**config.mk**
```make
export PLATFORM = sky130hd
export DESIGN_NAME = opl2_timer_ctrl
export DESIGN_NICKNAME = d
export VERILOG_FILES = /design/src/rtl/opl2_pkg.sv /design/src/rtl/opl2_irq_flag.sv /design/src/rtl/opl2_timer_ctrl.sv
export SDC_FILE = /design/constraint.sdc
export NUM_CORES = 1
export LEC_CHECK = 0
export CORE_MARGIN = 2
export CORE_UTILIZATION = 40
export DETAILED_ROUTE_END_ITERATION = 16
export PLACE_DENSITY = 0.7
export SLEW_MARGIN = 10
export SYNTH_ARGS = -nofsm -noshare
export SYNTH_HDL_FRONTEND = slang
export SYNTH_SLANG_ARGS = --single-unit
```
**constraint.sdc**
```tcl
create_clock -name clk -period 2.14 [get_ports clk]
set_input_delay 0.321 -clock clk [delete_from_list [all_inputs] [get_ports clk]]
set_output_delay 0.321 -clock clk [all_outputs]
set_load 0.1 [all_outputs]
```
**src/rtl/opl2_pkg.sv**
```systemverilog
// ---------------------------------------------------------------------------
// opl2_pkg
// Shared constants and types for the OPL2 timer control/status stage:
//   - register addresses of the Timer 1/2 presets and the timer control reg
//   - bit positions inside the timer control register (0x04)
//   - packed layout of the host-visible status byte
// ---------------------------------------------------------------------------
package opl2_pkg;

    localparam int REG_TIMER_WIDTH = 8;

    localparam logic [7:0] REG_TIMER1_ADDR     = 8'h02;
    localparam logic [7:0] REG_TIMER2_ADDR     = 8'h03;
    localparam logic [7:0] REG_TIMER_CTRL_ADDR = 8'h04;

    // Bit positions inside register 0x04.
    localparam int IRQ_RESET_BIT = 7;
    localparam int MASK1_BIT     = 6;
    localparam int MASK2_BIT     = 5;
    localparam int ST2_BIT       = 1;
    localparam int ST1_BIT       = 0;

    // Status byte as seen by the host: {irq, t1_flag, t2_flag, 5'b0}.
    typedef struct packed {
        logic       irq;
        logic       t1_flag;
        logic       t2_flag;
        logic [4:0] rsvd;
    } opl2_status_t;

endpackage

```
**src/rtl/opl2_irq_flag.sv**
```systemverilog
// ---------------------------------------------------------------------------
// opl2_irq_flag
// One sticky timer overflow flag together with its mask bit.
//   clk            system clock
//   reset_n        synchronous active-low reset
//   overflow_pulse one-cycle overflow from the timer instance
//   irq_reset      clear request (IRQ reset write)
//   mask_wr        control write that loads the mask bit
//   mask_din       mask value carried by that write
//   flag           registered flag
//   flag_next      flag value being loaded on this edge (for status)
// An unmasked overflow always wins over a same-cycle clear, so no event is
// lost. The mask gating uses the mask value from before this edge.
// ---------------------------------------------------------------------------
module opl2_irq_flag (
    input  logic clk,
    input  logic reset_n,
    input  logic overflow_pulse,
    input  logic irq_reset,
    input  logic mask_wr,
    input  logic mask_din,
    output logic flag,
    output logic flag_next
);

    logic mask;
    logic set_ev;
    logic clear_ev;

    // NOTE: combinational outputs get a default first so no path leaves them
    // unassigned, which would otherwise infer a latch.
    always_comb begin
        set_ev    = overflow_pulse & ~mask;
        clear_ev  = irq_reset | (mask_wr & mask_din);
        flag_next = flag;
        if (set_ev) begin
            flag_next = 1'b1;
        end else if (clear_ev) begin
            flag_next = 1'b0;
        end
    end

    // NOTE: state is updated with non-blocking assignments so every register
    // samples the pre-edge values of the others.
    always_ff @(posedge clk) begin
        if (!reset_n) begin
            flag <= 1'b0;
            mask <= 1'b0;
        end else begin
            flag <= flag_next;
            if (mask_wr) begin
                mask <= mask_din;
            end
        end
    end

endmodule

```
**src/rtl/opl2_timer_ctrl.sv**
```systemverilog
// ---------------------------------------------------------------------------
// opl2_timer_ctrl
// Host-facing control/status stage for the two OPL2 interval timers.
//   clk, reset_n            clock, synchronous active-low reset
//   wr_en, a0, din          host write strobe, address/data select, data
//   timer1/2_overflow_pulse one-cycle overflow pulses from the timers
//   timer1_reg, timer2_reg  preset values (regs 0x02 / 0x03)
//   start_timer1/2          start levels (reg 0x04 bits 0/1)
//   status                  {irq, t1_flag, t2_flag, 5'b0}, registered
//   irq_n                   active-low interrupt, registered
// ---------------------------------------------------------------------------
module opl2_timer_ctrl
    import opl2_pkg::*;
#(
    parameter int ADDR_WIDTH = 8,
    parameter int DATA_WIDTH = 8
) (
    input  logic                       clk,
    input  logic                       reset_n,
    input  logic                       wr_en,
    input  logic                       a0,
    input  logic [DATA_WIDTH-1:0]      din,
    input  logic                       timer1_overflow_pulse,
    input  logic                       timer2_overflow_pulse,
    output logic [REG_TIMER_WIDTH-1:0] timer1_reg,
    output logic [REG_TIMER_WIDTH-1:0] timer2_reg,
    output logic                       start_timer1,
    output logic                       start_timer2,
    output logic [7:0]                 status,
    output logic                       irq_n
);

    logic [ADDR_WIDTH-1:0] addr_q;
    opl2_status_t          status_q;
    opl2_status_t          status_next;

    logic addr_wr;
    logic data_wr;
    logic ctrl_wr;
    logic irq_reset_wr;
    logic mask_wr;
    logic t1_flag;
    logic t2_flag;
    logic t1_flag_next;
    logic t2_flag_next;

    assign addr_wr      = wr_en & ~a0;
    assign data_wr      = wr_en & a0;
    assign ctrl_wr      = data_wr && (addr_q == ADDR_WIDTH'(REG_TIMER_CTRL_ADDR));
    // Bit 7 selects between "IRQ reset" and "load masks/start bits".
    assign irq_reset_wr = ctrl_wr & din[IRQ_RESET_BIT];
    assign mask_wr      = ctrl_wr & ~din[IRQ_RESET_BIT];

    opl2_irq_flag u_flag_t1 (
        .clk            (clk),
        .reset_n        (reset_n),
        .overflow_pulse (timer1_overflow_pulse),
        .irq_reset      (irq_reset_wr),
        .mask_wr        (mask_wr),
        .mask_din       (din[MASK1_BIT]),
        .flag           (t1_flag),
        .flag_next      (t1_flag_next)
    );

    opl2_irq_flag u_flag_t2 (
        .clk            (clk),
        .reset_n        (reset_n),
        .overflow_pulse (timer2_overflow_pulse),
        .irq_reset      (irq_reset_wr),
        .mask_wr        (mask_wr),
        .mask_din       (din[MASK2_BIT]),
        .flag           (t2_flag),
        .flag_next      (t2_flag_next)
    );

    // Status is built from the flags' next state so an overflow shows up on
    // the same edge the flag is set, i.e. one cycle after the pulse.
    always_comb begin
        status_next         = '0;
        status_next.t1_flag = t1_flag_next;
        status_next.t2_flag = t2_flag_next;
        status_next.irq     = t1_flag_next | t2_flag_next;
    end

    always_ff @(posedge clk) begin
        if (!reset_n) begin
            addr_q       <= '0;
            timer1_reg   <= '0;
            timer2_reg   <= '0;
            start_timer1 <= 1'b0;
            start_timer2 <= 1'b0;
            status_q     <= '0;
            irq_n        <= 1'b1;
        end else begin
            if (addr_wr) begin
                addr_q <= din[ADDR_WIDTH-1:0];
            end
            if (data_wr && (addr_q == ADDR_WIDTH'(REG_TIMER1_ADDR))) begin
                timer1_reg <= REG_TIMER_WIDTH'(din);
            end
            if (data_wr && (addr_q == ADDR_WIDTH'(REG_TIMER2_ADDR))) begin
                timer2_reg <= REG_TIMER_WIDTH'(din);
            end
            if (mask_wr) begin
                start_timer1 <= din[ST1_BIT];
                start_timer2 <= din[ST2_BIT];
            end
            status_q <= status_next;
            irq_n    <= ~status_next.irq;
        end
    end

    assign status = status_q;

    // Flags are only observed through status; keep the registered copies
    // referenced so the hierarchy stays self-describing.
    logic unused_flags;
    assign unused_flags = t1_flag ^ t2_flag;

endmodule
```
Yosys cells after proc, flatten, opt, wreduce, memory -nomap -nowiden
Index checks and enable logic that the tools add are counted.
- bits in registers: 37
- equality and inequality tests: 3
- multiplexer cells: 4
- bitwise logic cells: 16
- reductions and logical operators: 3
- operators by type and width (cell ; count):
    8-bit by 2-bit == test with 1-bit output (second input constant) ; 2
    1-bit bitwise AND ; 8
    8-bit by 3-bit == test with 1-bit output (second input constant) ; 1
    1-bit NOT ; 5
    1-bit two-way mux ; 4
    1-bit logical AND ; 3
    1-bit OR ; 3

Logic depth before layout (Yosys ltp)
- word-level depth: 9
- mapped depth: 4
- mapped depth without buffers: 3

Modules after synthesis
A second synthesis with hierarchy kept.
- cells, all modules: 137
- area, all modules: 1377.6 um2
- modules (own cells, without submodules) (module ; times used ; cells an instance ; area an instance (um2)):
    opl2_timer_ctrl ; 1 ; 119 ; 1212.4
    opl2_irq_flag ; 2 ; 9 ; 82.6

Worst setup path before layout
OpenSTA, ideal clock, no wires.
- kind: reg-to-reg
- start: register addr_q[4]
- end: register timer2_reg[0]
- setup time: 72 ps
- arrival time: 1201 ps
- slack: 867 ps
- stages on the path, launching flop included: 5
- period minus slack after synthesis: 1273 ps
- path through: dfxtp_1 > nor4_4 > and4b_1 > buf_6 > mux2i_1
- cells in the longest elaborated chain, start to end: 2
- RTL lines (what ; RTL line ; source):
    start: declaration ; opl2_timer_ctrl.sv:33 ; logic [ADDR_WIDTH-1:0] addr_q;
    start signal: assignment ; opl2_timer_ctrl.sv:96 ; addr_q <= din[ADDR_WIDTH-1:0];
    8-bit by 2-bit == test with 1-bit output ; opl2_timer_ctrl.sv:101 ; if (data_wr && (addr_q == ADDR_WIDTH'(REG_TIMER2_ADDR))) begin
    1-bit logical AND ; opl2_timer_ctrl.sv:101 ;
    end signal: assignment ; opl2_timer_ctrl.sv:102 ; timer2_reg <= REG_TIMER_WIDTH'(din);
    end: declaration ; opl2_timer_ctrl.sv:26 ; output logic [REG_TIMER_WIDTH-1:0] timer2_reg,
No other way between the ends.
A chain may end at the register's enable or synchronous reset.

Final worst setup path
- start: register addr_q[4]
- end: register timer2_reg[5]
The elaborated chain is that of the path after synthesis.

==> metrics.cfg <==
[finish]
diodes=0
finish.cell_count_without_fillers=226
layout-drive-gt1-share=0.194
num-fill-cells=323
area.growth.synth_to_final_pct=25.8
ff_latch_area_um2=641
postLayoutCoreUtil=0.517
multiInputGateArea_um2=642
layout.nets=193

[critical_path]
timing.critical_path.from_type=flop
critical_path.max_fanout=8
critical_path_required_ps=2410
reg2reg_from=addr_q[4]$_SDFFE_PN0P_
reg2reg_to=timer2_reg[5]$_SDFFE_PN0P_
critPathArrivalTime_ps=1930
critPathKind=reg -> reg
crit_path_end_kind=flop
reg2reg_slack_ps=480
worstPathCellList=nor4_4 -> and4b_1 -> mux2i_1
r2r_cells=3
cp_slowest_stage_delay_ps=580
cell_at_the_slowest_stage_of_the_critical_path=sky130_fd_sc_hd__and4b_1

[clock_tree]
cts_tree=built
clk-insertion-delay-late_ps=340
clock_sink_count=32
cts_resized=0
cts_buffers=5
postCtsSetupRepairBufs=0
cts_max_path_buffers=2
clk_transition_reported_paths_ps=100
htree_num_levels=2
cts_hold_repair.buffers=0
root_buffer_selected_by_cts=sky130_fd_sc_hd__clkbuf_4

[drt]
mean_number_of_vias_per_cell=4.85
drt_first_pass_iters=4
via_count=1096
drt_iter0_drc=46
post_drt_wl_per_cell_um=13.0
drt.antenna.violating_nets=0
remaining_drc_errors=0
postRouteWirelength_um=2930

[timing]
timing.hold.ws_ps=472
final.setup.tns_ps=0
setup_violations=0
fin_ws_ps=477
max_freq_mhz=601
timing.slew.headroom=0.625
hold_violation_count_in_the_final_report=0
skew_ps=10.4
setup_repair_after_global_routing_missed_its_margin=no
worstMarginPinSlew_ps=561
period_needed_ps=1660
fin_crit_sh=0.777
final_max_slew_viol_count=0

[global_routing]
maximum_number_of_pins_on_one_net_before_global_route_repair=41
grt_remaining_overflow=0
grt_first_pass_wirelength_um=5110
grt_usage=0.170
vias_in_the_first_global_route=1138
initial_antenna_violation_count=0

[floorplan]
initial_utilization=0.411
ioPinCount=41
dieArea_mm2=0.00389
placeableCoreArea_mm2=0.00331
placementRows=21
die_w_um=62.3
fp.dieH_um=62.3

[placement]
numPortBuffers=35
dpl_worst_slack_ps=264
gp_routability_congestion=0.778
dpl.hpwl_um=2210
numPlacedInstances=218

[synth]
synth-edff-count=0
postSynthCellCount=146
yosysWarningCount=0
synth_area_mm2=0.00136
ys_seq_elements=32
synthArstFlopShare=0
synth_cell_type_count=23
seq_area_frac_synth=0.471
synth-main-ff-cell=sky130_fd_sc_hd__dfxtp_1
syn_area_per_cell_um2=9.32

[hold_path]
min-delay-path-class=reg -> reg
hold_path_end=u_flag_t1.mask$_SDFFE_PN0N_
hold_depth=2
worstHoldStart=u_flag_t1.mask$_SDFFE_PN0N_

[power_and_ir_drop]
ir_drop_v=0.000320
power.leakage_uw=0.000775
pwr_density_cell_mw_per_mm2=688

[outcome]
outcome=finished, final reports clean

[flow_run]
max_cap_violations=0

[routing by layer]
layer	track usage	up-vias	wire length (um)
li1	-	543	-
met1	0.198	509	1240
met2	0.288	36	1470
met3	0.0417	8	154
met4	0.0917	0	74
met5	0	-	0
[layout by cell type, fill, tap and decap left out]
cell and instances:
sky130_fd_sc_hd__a21boi_0 8, sky130_fd_sc_hd__a21o_1 2, sky130_fd_sc_hd__a21oi_1 2, sky130_fd_sc_hd__a31oi_1 3, sky130_fd_sc_hd__and2_2 1, sky130_fd_sc_hd__and4b_1 2, sky130_fd_sc_hd__and4bb_2 1, sky130_fd_sc_hd__buf_4 24
sky130_fd_sc_hd__clkbuf_1 1, sky130_fd_sc_hd__clkbuf_4 5, sky130_fd_sc_hd__clkbuf_8 1, sky130_fd_sc_hd__clkdlybuf4s50_1 13, sky130_fd_sc_hd__clkinvlp_4 1, sky130_fd_sc_hd__conb_1 5, sky130_fd_sc_hd__dfxtp_1 32, sky130_fd_sc_hd__mux2i_1 20
sky130_fd_sc_hd__nand2_1 44, sky130_fd_sc_hd__nand2b_1 1, sky130_fd_sc_hd__nand4b_1 1, sky130_fd_sc_hd__nand4b_2 1, sky130_fd_sc_hd__nor2_1 3, sky130_fd_sc_hd__nor2b_1 4, sky130_fd_sc_hd__nor4_4 1, sky130_fd_sc_hd__o21ai_0 2
sky130_fd_sc_hd__o31a_1 1, sky130_fd_sc_hd__o31ai_1 1
[cell type report]
| cell class | count | area share |
|---|---|---|
| clock buffer | 7 | 0.0321 |
| clock inverter | 1 | 0.00438 |
| multi-input combinational | 103 | 0.375 |
| sequential | 32 | 0.374 |
| tap | 46 | 0.0336 |
| timing repair buffer | 37 | 0.181 |
[where the power goes]
| group | internal [uW] | leakage, uW | switching, uW | total (uW) |
|---|---|---|---|---|
| combinational | 56.1 | 0.000484 | 140 | 196 |
| clock | 161 | 0.0000315 | 201 | 361 |
| sequential | 609 | 0.000260 | 11.5 | 621 |
[kinds of logic after synthesis]
kind of cell | synth area share
and+or+nand+nor | 0.215
DFF | 0.471
muxes | 0.147
AOI/OAI and AO/OA | 0.0956
buffers and inverters | 0.0689
other | 0.00275
[Yosys cell counts, drive strengths merged (2+ instances only)]
cell type,count,area share
a21boi,8,0.044
a21o,2,0.011
a21oi,2,0.0074
a31oi,3,0.014
and4b,2,0.015
buf,9,0.052
clkbuf,6,0.017
dfxtp,32,0.47
mux2i,20,0.15
nand2,44,0.12
nand4b,2,0.017
nor2,3,0.0083
nor2b,4,0.018
o21ai,2,0.0074
[worst max-delay path by stage]
| stage | end | from |
|---|---|---|
| global route | timer2_reg[6]$_SDFFE_PN0P_ | addr_q[4]$_SDFFE_PN0P_ |
| detailed placement | timer2_reg[5]$_SDFFE_PN0P_ | a0 |
| CTS | timer2_reg[5]$_SDFFE_PN0P_ | addr_q[4]$_SDFFE_PN0P_ |
| floorplan | timer2_reg[0]$_SDFFE_PN0P_ | addr_q[4]$_SDFFE_PN0P_ |
| finish | timer2_reg[5]$_SDFFE_PN0P_ | addr_q[4]$_SDFFE_PN0P_ |
| global placement | timer2_reg[1]$_SDFFE_PN0P_ | a0 |
[per-stage QoR]
stage                     power [uW]  cell area (um2)
after floorplan                  788             1380
after global placement           828             1650
after detailed placement         832             1650
after CTS                       1190             1710
after global routing            1220             1710
final                           1180             1710
[worst max-delay path, delay by kind of cell, from the launching register on]
family / cells / cell delay, ps
DFF: 1 / 360
muxes: 1 / 260
and+or+nand+nor: 2 / 980
Power figures use the tool's default switching activity.
